`src/rtl/muldiv_pkg.sv`:
```
// muldiv_pkg: shared op encodings, FSM states and widths for the multiply/divide unit
package muldiv_pkg;
  localparam int DATA_W = 32;
  localparam int CNT_W = $clog2(DATA_W) + 1;
  typedef enum logic [2:0] {
    OP_MULT  = 3'd0,
    OP_MULTU = 3'd1,
    OP_DIV   = 3'd2,
    OP_DIVU  = 3'd3,
    OP_MFHI  = 3'd4,
    OP_MFLO  = 3'd5,
    OP_MTHI  = 3'd6,
    OP_MTLO  = 3'd7
  } op_e;
  typedef enum logic [1:0] {IDLE, RUN, FIX} state_e;
endpackage

```
`src/rtl/muldiv_core.sv`:
```
// muldiv_core: unsigned shift-add multiply / restoring divide, one bit per step
module muldiv_core #(
  parameter int W = 32
) (
  input  logic         clk,
  input  logic         reset,
  input  logic         load,
  input  logic         step,
  input  logic         div,
  input  logic [W-1:0] a,
  input  logic [W-1:0] b,
  output logic [W-1:0] hi,
  output logic [W-1:0] lo
);
  logic [W-1:0] d;
  logic [W:0]   sum;
  logic [W:0]   sh;
  logic         fit;
  always_comb begin
    sum = {1'b0, hi} + (lo[0] ? {1'b0, d} : '0);
    sh  = {hi, lo[W-1]};
    fit = sh >= {1'b0, d};
  end
  always_ff @(posedge clk) begin
    if (reset) begin
      hi <= '0;
      lo <= '0;
      d  <= '0;
    end else if (load) begin
      hi <= '0;
      lo <= a;
      d  <= b;
    end else if (step) begin
      hi <= div ? (fit ? sh[W-1:0] - d : sh[W-1:0]) : sum[W:1];
      lo <= div ? {lo[W-2:0], fit} : {sum[0], lo[W-1:1]};
    end
  end
endmodule

```
`src/rtl/muldiv_unit.sv`:
```
// muldiv_unit: iterative MULT/DIV with HI/LO registers and pipeline stall request
module muldiv_unit
  import muldiv_pkg::*;
#(
  parameter int W = DATA_W
) (
  input  logic         clk,
  input  logic         reset,
  input  logic         op_valid,
  input  logic [2:0]   op,
  input  logic         flush,
  input  logic [W-1:0] rs_val,
  input  logic [W-1:0] rt_val,
  output logic         busy,
  output logic         stall,
  output logic [W-1:0] hi,
  output logic [W-1:0] lo,
  output logic [W-1:0] rd_data
);
  state_e           state, next;
  logic [CNT_W-1:0] cnt;
  logic             neg_q, neg_r, is_div;
  logic             issue, idle, start, sgn;
  logic [W-1:0]     abs_a, abs_b, core_hi, core_lo;
  logic [2*W-1:0]   prod;
  always_comb begin
    issue   = op_valid && !flush;
    idle    = state == IDLE;
    busy    = !idle;
    stall   = busy && issue;
    start   = issue && idle && !op[2];
    sgn     = !op[2] && !op[0];
    abs_a   = (sgn && rs_val[W-1]) ? -rs_val : rs_val;
    abs_b   = (sgn && rt_val[W-1]) ? -rt_val : rt_val;
    prod    = {core_hi, core_lo};
    rd_data = op == OP_MFHI ? hi : op == OP_MFLO ? lo : '0;
    next    = idle ? (start ? RUN : IDLE) : state == RUN ? (cnt == CNT_W'(1) ? FIX : RUN) : IDLE;
  end
  always_ff @(posedge clk) begin
    if (reset) state <= IDLE;
    else state <= next;
  end
  always_ff @(posedge clk) begin
    if (reset) begin
      cnt    <= '0;
      hi     <= '0;
      lo     <= '0;
      neg_q  <= 1'b0;
      neg_r  <= 1'b0;
      is_div <= 1'b0;
    end else begin
      if (start) begin
        cnt    <= CNT_W'(W);
        // a zero divisor yields all-ones quotient regardless of signs
        neg_q  <= sgn && (rs_val[W-1] ^ rt_val[W-1]) && !(op[1] && rt_val == '0);
        neg_r  <= sgn && rs_val[W-1];
        is_div <= op[1];
      end
      if (state == RUN) cnt <= cnt - CNT_W'(1);
      if (issue && idle && op == OP_MTHI) hi <= rs_val;
      if (issue && idle && op == OP_MTLO) lo <= rs_val;
      if (state == FIX) begin
        if (is_div) begin
          lo <= neg_q ? -core_lo : core_lo;
          hi <= neg_r ? -core_hi : core_hi;
        end else begin
          {hi, lo} <= neg_q ? -prod : prod;
        end
      end
    end
  end
  muldiv_core #(.W(W)) u_core (
    .clk(clk),
    .reset(reset),
    .load(start),
    .step(state == RUN),
    .div(op[1] && start ? 1'b1 : (start ? 1'b0 : is_div)),
    .a(abs_a),
    .b(abs_b),
    .hi(core_hi),
    .lo(core_lo)
  );
endmodule

```
`config.mk`:
```
export PLATFORM = sky130hd
export DESIGN_NAME = muldiv_unit
export DESIGN_NICKNAME = d
export VERILOG_FILES = /design/src/rtl/muldiv_pkg.sv /design/src/rtl/muldiv_core.sv /design/src/rtl/muldiv_unit.sv
export SDC_FILE = /design/constraint.sdc
export NUM_CORES = 1
export LEC_CHECK = 0
export CAP_MARGIN = 20
export CORE_ASPECT_RATIO = 1.75
export CORE_MARGIN = 2
export CORE_UTILIZATION = 38
export DETAILED_ROUTE_END_ITERATION = 8
export SLEW_MARGIN = 20
export SYNTH_ARGS = -nofsm -noshare
export SYNTH_HDL_FRONTEND = slang
export SYNTH_SLANG_ARGS = --single-unit
export TNS_END_PERCENT = 30
```
`constraint.sdc`:
```
create_clock -name clk -period 4.1 [get_ports clk]
set_input_delay 0.82 -clock clk [delete_from_list [all_inputs] [get_ports clk]]
set_output_delay 0.82 -clock clk [all_outputs]
set_load 0.01 [all_outputs]
```
==> impl_metrics.env, run 1 <==
export IMPL_crit_type="reg -> reg"
export IMPL_yosys_area_share_adder_pct=6.160
export IMPL_ctsResizeCount=0
export IMPL_maxCapViolations=0
export IMPL_synth_area_leaders="dfxtp_1 23%, mux2i_1 7.0%, nor2_1 6.8%"
export IMPL_rsz0062_at_grt="false"
export IMPL_maxSlewHeadroom_pct=37.06
export IMPL_row_count=95
export IMPL_synth_seq_cells=171
export IMPL_worstPathArrival_ns=4.17
export IMPL_grt_pass1_wl_um=90940
export IMPL_fin_crit_sh_pct=91.61
export IMPL_fillCellCount=3986
export IMPL_p_switching_w=0.001703
export IMPL_dr_first_iter_drc_count=946
export IMPL_worstHoldEndpoint="u_core.d[31]"
export IMPL_whs_path_depth=2
export IMPL_tightestPinTransition_ns=0.9429
export IMPL_clockBufferDepth=2
export IMPL_pwr_share_clk_pct=34.8
export IMPL_required_ns=4.51
export IMPL_chipWidth_um=153.5
export IMPL_root_buffer="clkbuf_16"
export IMPL_outcome="completed"
export IMPL_ys_types=77
export IMPL_finalSetupViolCount=0
export IMPL_dpl_cell_count=2575
export IMPL_p_total_w=0.004954
export IMPL_die_area_um2=40790
export IMPL_synth_top_family_by_area="compound AO/OA/AOI/OAI gates"
export IMPL_drive_above_1_share_pct=8.117
export IMPL_combPwrFrac_pct=28.9
export IMPL_seq_area_frac_synth_pct=23.02
export IMPL_synth_top_cell_area_share_pct=23.02
export IMPL_synthCells=1979
export IMPL_n_antenna_cell=0
export IMPL_multi_input_area_um2=10670
export IMPL_final_instance_count_excl_fill=2604
export IMPL_start_util_pct=38.61
export IMPL_overflow=0
export IMPL_first_pass_iters=5
export IMPL_r2r_end="u_core.hi[29]"
export IMPL_syn_to_final_growth_pct=20.66
export IMPL_synth_flop_cell="dfxtp_1"
export IMPL_yosysWarnings=0
export IMPL_path_max_fanout=22
export IMPL_worstHoldStart="u_core.d[31]"
export IMPL_cts_tree="built"
export IMPL_synth_edf_count=0
export IMPL_leakagePower_nw=7.071
export IMPL_antenna_found_initial=0
export IMPL_drt_wl_total_um=60120
export IMPL_port_buffers=168
export IMPL_hpwl_um=46150
export IMPL_fin_setup_tns_ns=0
export IMPL_syn_area_um2=14870
export IMPL_regArea_um2=3425
export IMPL_crit_path_end_kind="flop"
export IMPL_critPathLaunchType="flop"
export IMPL_vias=15962
export IMPL_ys_async_sr_fraction_pct=0
export IMPL_insertion_delay_ns=0.47
export IMPL_ios=169
export IMPL_coreArea_um2=38510
export IMPL_clk_pin_slew_ns=0.07
export IMPL_cts_hold_buf=0
export IMPL_slew_viol_final=0
export IMPL_r2r_cells=13
export IMPL_synthesis_nets=2122
export IMPL_htree_levels=4
export IMPL_viasPerCell=6.130
export IMPL_wire_per_inst_um=23.09
export IMPL_r2r_setup_slack_ns=0.34
export IMPL_cts_buffers=17
export IMPL_final_antenna_net_count=0
export IMPL_grt_max_degree=139
export IMPL_synth_compound_area_share_pct=28.69
export IMPL_cts_sinks=171
export IMPL_hold_class="reg -> reg"
export IMPL_final_hold_viol_count=0
export IMPL_grt_pass1_vias=15722
export IMPL_track_usage_pct=28.67
export IMPL_internal_power_w=0.003250
export IMPL_timing_fmax_ghz=0.2662
export IMPL_power_switching_share_pct=34.38
export IMPL_fin_skew_ns=0.01431
export IMPL_min_period_ns=3.756
export IMPL_peakVddDrop_mv=0.2379
export IMPL_rr_startpoint="u_core.lo[0]"
export IMPL_yosys_area_share_simple_pct=20.05
export IMPL_gp_congestion=0.9874
export IMPL_yosysTopAreaCell="dfxtp_1"
export IMPL_synth_area_mux_share_pct=7.683
export IMPL_synth_xor_area_share_pct=8.835
export IMPL_avgSynthCellArea_um2=7.514
export IMPL_dieHeight_um=265.7
export IMPL_cts_setup_buffers=0
export IMPL_fin_nets=2252
export IMPL_drc_errors=0
export IMPL_p_per_area_nw_per_um2=276.1
export IMPL_seqPwrFrac_pct=36.2
==> stage by stage <==
step | setup WS, ns | hold slack [ns] | utilization, % | area [um2]
3_3_place_gp | 0.2341 | 0.4467 | 45.05 | 17350
5_1_grt | 0.1721 | 0.4859 | 46.59 | 17940
4_1_cts | 0.4653 | 0.4610 | 46.59 | 17940
3_5_place_dp | 0.2853 | 0.4505 | 45.05 | 17350
6_report | 0.3440 | 0.4601 | 46.59 | 17940
2_1_floorplan | 0.7995 | 0.4319 | - | 14870
==> critical path, cell delays in order, from the launching register on <==
cell	delay, ns
dfxtp_1	0.39
inv_1	0.13
buf_4	0.30
nor2_1	0.09
ha_1	0.41
a21oi_1	0.13
o21ai_0	0.54
a22oi_1	0.19
o211ai_1	0.17
a21oi_1	0.14
or3b_2	0.51
a32oi_1	0.29
mux2i_1	0.25
a31o_2	0.17
==> cells in the mapped netlist (37+ instances only) <==
library cell and n:
mux2i_1 104, ha_1 70, nand2_1 105, xor2_1 54, a211oi_1 126, nor2_1 270
nor3_1 39, a21oi_1 161, xnor2_1 96, a21o_1 42, a22o_1 37, dfxtp_1 171
inv_1 63, o21ai_0 101, clkbuf_1 130
==> per-layer routing <==
layer / part of all wire [%] / up-vias / GRT usage (%)
li1: - / 7539 / -
met1: 35 / 7700 / 28.25
met2: 53 / 522 / 53.49
met3: 3.4 / 201 / 2.737
met4: 9.3 / 0 / 23.80
met5: 0 / - / 0
==> flip-flops by register name (all words and copies together) (netlist names) <==
name and count:
neg_q 1, hi 32, u_core.d 32, state 2, lo 32, is_div 1, neg_r 1, u_core.hi 32
u_core.lo 32, cnt 6
==> cells in the final DEF, fill, tap and decap left out, types with 63 or more instances in the layout <==
cell type / count
ha_1: 70
nor2_1: 268
buf_4: 88
o21ai_0: 100
clkdlybuf4s50_1: 167
mux2i_1: 103
inv_1: 63
a211oi_1: 126
dfxtp_1: 170
a21oi_1: 161
xnor2_1: 96
nand2_1: 105
==> worst max-delay path by stage <==
stage / start / to / slack (ns)
2_1_floorplan: u_core.lo[12] / hi[31] / 0.80
6_report: u_core.lo[0] / u_core.hi[29] / 0.34
3_5_place_dp: rs_val[4] / u_core.lo[31] / 0.29
5_1_grt: u_core.lo[0] / u_core.hi[29] / 0.17
3_3_place_gp: rt_val[16] / neg_q / 0.23
4_1_cts: u_core.lo[0] / u_core.hi[29] / 0.47
==> layout make-up <==
class | instances | share of cell area, %
flip-flops and latches | 171 | 19.09
inverters | 64 | 1.339
clock inverters | 8 | 0.6207
well taps | 485 | 3.382
multi-input cells | 1596 | 59.45
clock buffers | 21 | 2.678
repair buffers | 259 | 13.45
==> power groups by stage <==
stage | Clock, W | Sequential (W) | Combinational [W]
global route | 0.00180 | 0.00180 | 0.00154
CTS | 0.00175 | 0.00179 | 0.00141
floorplan | 0 | 0.00180 | 0.000904
detailed placement | 0 | 0.00183 | 0.00140
finish | 0.00173 | 0.00179 | 0.00143
global placement | 0 | 0.00183 | 0.00140
==> cell families after synthesis <==
kind of cell,count (synthesis)
flops,171
xor+xnor,150
fa+ha+maj,72
compound gates,638
mux,113
buf+inv,212
simple gates,623
Power figures use the tool's default switching activity.
==> run 2, diff against run 1 <==
Settings changed: MAX_ROUTING_LAYER set to met4.
==> impl_metrics.env, run 2 (synthesized netlist as in run 1, its figures left out) <==
export IMPL_crit_start="u_core.lo[0]"
export IMPL_gr_max_usage_layer="met2"
export IMPL_htree_levels=4
export IMPL_track_usage_pct=29.45
export IMPL_drive_above_1_share_pct=8.286
export IMPL_timing_fmax_ghz=0.2650
export IMPL_grt_pass1_wl_um=90800
export IMPL_ios=169
export IMPL_die_area_um2=40790
export IMPL_hold_class="reg -> reg"
export IMPL_start_util_pct=38.61
export IMPL_grt_met1_usage_pct=28.66
export IMPL_fin_crit_sh_pct=92.02
export IMPL_fin_setup_tns_ns=0
export IMPL_grtUsageMet3_pct=2.884
export IMPL_required_ns=4.51
export IMPL_grt_util_met2_pct=53.45
export IMPL_path_common_cell="a21oi_1"
export IMPL_worstPathCellList="inv_1 -> buf_4 -> nor2_1 -> ha_1 -> a21oi_1 -> o21ai_0 -> a22oi_1 -> o211ai_1 -> a21oi_1 -> or3b_2 -> a32oi_1 -> mux2i_1 -> a31o_2"
export IMPL_vias=15742
export IMPL_rr_startpoint="u_core.lo[0]"
export IMPL_rsz0062_at_grt="false"
export IMPL_n_antenna_cell=0
export IMPL_clockBufferDepth=2
export IMPL_port_buffers=168
export IMPL_wire_per_inst_um=22.92
export IMPL_finalSetupViolCount=0
export IMPL_crit_type="reg -> reg"
export IMPL_cts_setup_buffers=0
export IMPL_insertion_delay_ns=0.47
export IMPL_coreArea_um2=38510
export IMPL_viasPerCell=6.034
export IMPL_path_max_fanout=21
export IMPL_dieHeight_um=265.7
export IMPL_clk_pin_slew_ns=0.07
export IMPL_hpwl_um=46440
export IMPL_maxCapViolations=0
export IMPL_layout_common_cells="268 x nor2_1, 170 x dfxtp_1, 167 x clkdlybuf4s50_1"
export IMPL_drc_errors=0
export IMPL_first_pass_iters=5
export IMPL_slowest_delay_ns=0.51
export IMPL_outcome="completed"
export IMPL_slew_viol_final=0
export IMPL_worstHoldStart="u_core.d[31]"
export IMPL_final_common_cell="nor2_1"
export IMPL_cp_slowest_cell="or3b_2"
export IMPL_peakVddDrop_mv=0.2176
export IMPL_syn_to_final_growth_pct=20.90
export IMPL_cts_buffers=17
export IMPL_overflow=0
export IMPL_drt_wl_total_um=59800
export IMPL_multi_input_area_um2=10670
export IMPL_final_hold_viol_count=0
export IMPL_grt_max_degree=129
export IMPL_regArea_um2=3425
export IMPL_fillCellCount=3973
export IMPL_antenna_found_initial=0
export IMPL_tightestPinTransition_ns=0.9636
export IMPL_row_count=95
export IMPL_maxSlewHeadroom_pct=35.46
export IMPL_critPathLaunchType="flop"
export IMPL_fin_nets=2255
export IMPL_chipWidth_um=153.5
export IMPL_place_area_um2=17370
export IMPL_fin_skew_ns=0.01539
export IMPL_final_antenna_net_count=0
export IMPL_crit_path_end_kind="flop"
export IMPL_cts_sinks=171
export IMPL_cts_hold_buf=0
export IMPL_root_buffer="clkbuf_16"
export IMPL_final_area_um2=17980
export IMPL_min_period_ns=3.773
export IMPL_grt_pass1_vias=15579
export IMPL_p_per_area_nw_per_um2=277.7
export IMPL_gp_congestion=0.9929
export IMPL_cts_tree="built"
export IMPL_worstPathArrival_ns=4.18
export IMPL_ctsResizeCount=0
export IMPL_dr_first_iter_drc_count=848
export IMPL_leakagePower_nw=7.092
[run 2: through the flow]
| step | hold slack [ns] | worst slack, ns | std cells | util, % | total power [W] |
|---|---|---|---|---|---|
| after CTS | 0.4607 | 0.3674 | 2609 | 46.68 | 0.005006 |
| after global placement | 0.4472 | 0.2969 | 2578 | 45.11 | 0.003243 |
| after global routing | 0.4961 | 0.1562 | 2609 | 46.68 | 0.005196 |
| after detailed placement | 0.4484 | 0.2917 | 2578 | 45.11 | 0.003249 |
| final | 0.4627 | 0.3270 | 2609 | 46.68 | 0.004993 |
| after floorplan | 0.4319 | 0.7995 | 1979 | - | 0.002707 |
[run 2: report_power, final]
group / total [W] / leakage, nW / switching, W / internal, W
logic: 0.00144 / 5.41 / 0.000862 / 0.000578
clock network: 0.00176 / 0.297 / 0.000775 / 0.000983
registers: 0.00179 / 1.39 / 0.0000756 / 0.00172
total: 0.00499 / 7.09 / 0.00171 / 0.00328
[run 2: metal layers]
metal | share of wire, % | up-vias
li1 | - | 7558
met1 | 36 | 7519
met2 | 52 | 468
met3 | 3.3 | 197
met4 | 8.9 | 0
met5 | 0 | -
[run 2: path summary, 6_finish.rpt]
path,endpoint,slack [ns],depth (start not counted)
max,u_core.hi[29],0.33,13
min reg2reg,u_core.d[31],0.46,2
min,u_core.d[31],0.46,2
max reg2reg,u_core.hi[29],0.33,13
[run 2: critical path, delay by kind of cell (launching register included)]
family	cells	cell delay (ns)
flip-flops	1	0.40
buffers and inverters	2	0.42
multiplexers	1	0.31
AND/OR/NAND/NOR	2	0.60
AO/OA/AOI/OAI	7	1.59
adder cells (fa/ha/maj)	1	0.40
[run 2: area by class of cell]
cell class	instances	share of cell area, %
Multi-Input combinational cell	1596	59.33
Timing Repair Buffer	262	13.54
Tap cell	485	3.376
Clock inverter	12	0.9048
Clock buffer	19	2.464
Sequential cell	171	19.05
Inverter	64	1.336
==> run 3, diff against run 2 <==
Settings changed: RECOVER_POWER set to 50.
==> impl_metrics.env, run 3 (synthesized netlist as in run 1, its figures left out) <==
export IMPL_hold_class="reg -> reg"
export IMPL_fin_skew_ns=0.01537
export IMPL_fin_crit_sh_pct=92.24
export IMPL_vias=15771
export IMPL_root_buffer="clkbuf_16"
export IMPL_maxSlewHeadroom_pct=11.08
export IMPL_htree_levels=4
export IMPL_final_antenna_net_count=0
export IMPL_cts_setup_buffers=0
export IMPL_required_ns=4.51
export IMPL_worstPathArrival_ns=4.19
export IMPL_hpwl_um=46440
export IMPL_layout_common_cells="268 x nor2_1, 170 x dfxtp_1, 161 x a21oi_1"
export IMPL_tightestPinTransition_ns=1.334
export IMPL_coreArea_um2=38510
export IMPL_crit_type="reg -> reg"
export IMPL_first_pass_iters=5
export IMPL_grt_pass1_wl_um=90800
export IMPL_antenna_found_initial=0
export IMPL_dpl_cell_count=2578
export IMPL_clockBufferDepth=2
export IMPL_drive_above_1_share_pct=8.098
export IMPL_n_antenna_cell=0
export IMPL_cts_tree="built"
export IMPL_path_max_fanout=21
export IMPL_insertion_delay_ns=0.47
export IMPL_grt_max_degree=129
export IMPL_pre_cts_ws_ns=0.2917
export IMPL_rsz0062_at_grt="false"
export IMPL_chipWidth_um=153.5
export IMPL_die_area_um2=40790
export IMPL_fillCellCount=3978
export IMPL_port_buffers=168
export IMPL_crit_path_end_kind="flop"
export IMPL_dr_first_iter_drc_count=832
export IMPL_r2r_cells=13
export IMPL_syn_to_final_growth_pct=20.76
export IMPL_min_period_ns=3.782
export IMPL_outcome="completed"
export IMPL_final_common_cell="nor2_1"
export IMPL_maxCapViolations=0
export IMPL_critPathLaunchType="flop"
export IMPL_dieHeight_um=265.7
export IMPL_overflow=0
export IMPL_p_per_area_nw_per_um2=277.9
export IMPL_ctsResizeCount=0
export IMPL_grt_pass1_vias=15579
export IMPL_fin_setup_tns_ns=0
export IMPL_track_usage_pct=29.45
export IMPL_gp_congestion=0.9929
export IMPL_finalWorstSetupSlack_ns=0.3180
export IMPL_clk_pin_slew_ns=0.07
export IMPL_drt_wl_total_um=59880
export IMPL_whs_path_depth=2
export IMPL_cts_sinks=171
export IMPL_final_instance_count_excl_fill=2609
export IMPL_fin_nets=2255
export IMPL_final_hold_viol_count=0
export IMPL_leakagePower_nw=7.308
export IMPL_viasPerCell=6.045
export IMPL_cts_buffers=17
export IMPL_slew_viol_final=0
export IMPL_drc_errors=0
export IMPL_finalSetupViolCount=0
export IMPL_row_count=95
export IMPL_wire_per_inst_um=22.95
export IMPL_peakVddDrop_mv=0.2176
export IMPL_cts_hold_buf=0
export IMPL_timing_fmax_ghz=0.2644
export IMPL_start_util_pct=38.61
export IMPL_ios=169
[run 3: cell types whose count changed in the layout (fill, tap and decap cells not counted), sizes merged]
cell | before | now
clkbuf | 19 | 23
clkdlybuf4s50 | 167 | 100
dlygate4sd3 | 0 | 67
buf | 95 | 91
[run 3: path summary, 6_finish.rpt]
path,from,end,slack (ns)
worst min register to register,u_core.d[31],u_core.d[31],0.46
worst max-delay path,u_core.lo[0],u_core.hi[29],0.32
worst min-delay path,u_core.d[31],u_core.d[31],0.46
worst max register to register,u_core.lo[0],u_core.hi[29],0.32
[run 3: per-stage QoR]
stage | area, um2 | total power [W] | hold slack, ns | util (%)
2_1_floorplan | 14870 | 0.002707 | 0.4319 | -
3_3_place_gp | 17370 | 0.003243 | 0.4472 | 45.11
3_5_place_dp | 17370 | 0.003249 | 0.4484 | 45.11
4_1_cts | 17980 | 0.005006 | 0.4607 | 46.68
5_1_grt | 17960 | 0.005190 | 0.4961 | 46.62
6_report | 17960 | 0.004989 | 0.4611 | 46.62
[run 3: cell type report]
type	instances	area (um2)	share of cell area [%]
inverters	64	240.2	1.338
multi-input cells	1596	10660	59.35
clock buffers	19	442.9	2.467
flip-flops and latches	171	3425	19.07
repair buffers	262	2421	13.48
well taps	485	606.8	3.380
clock inverters	12	162.7	0.9059
[run 3: where the power goes]
part | total (W) | internal [W] | switching [W]
combinational | 0.00144 | 0.000573 | 0.000865
sequential | 0.00179 | 0.00172 | 0.0000747
clock | 0.00176 | 0.000982 | 0.000775
[run 3: worst max-delay path: stages (launching register included)]
cell      delay [ns]
dfxtp_1         0.40
inv_1           0.15
buf_4           0.28
nor2_1          0.09
ha_1            0.40
a21oi_1         0.13
o21ai_0         0.50
a22oi_1         0.20
o211ai_1        0.16
a21oi_1         0.14
or3b_2          0.51
a32oi_1         0.27
mux2i_1         0.31
a31o_2          0.18
[run 3: layer usage]
| layer | track usage, % | part of all wire (%) | vias to the layer above |
|---|---|---|---|
| li1 | - | - | 7558 |
| met4 | 22.27 | 8.8 | 0 |
| met2 | 53.45 | 52 | 462 |
| met3 | 2.884 | 3.2 | 193 |
| met5 | - | 0 | - |
| met1 | 28.66 | 36 | 7558 |
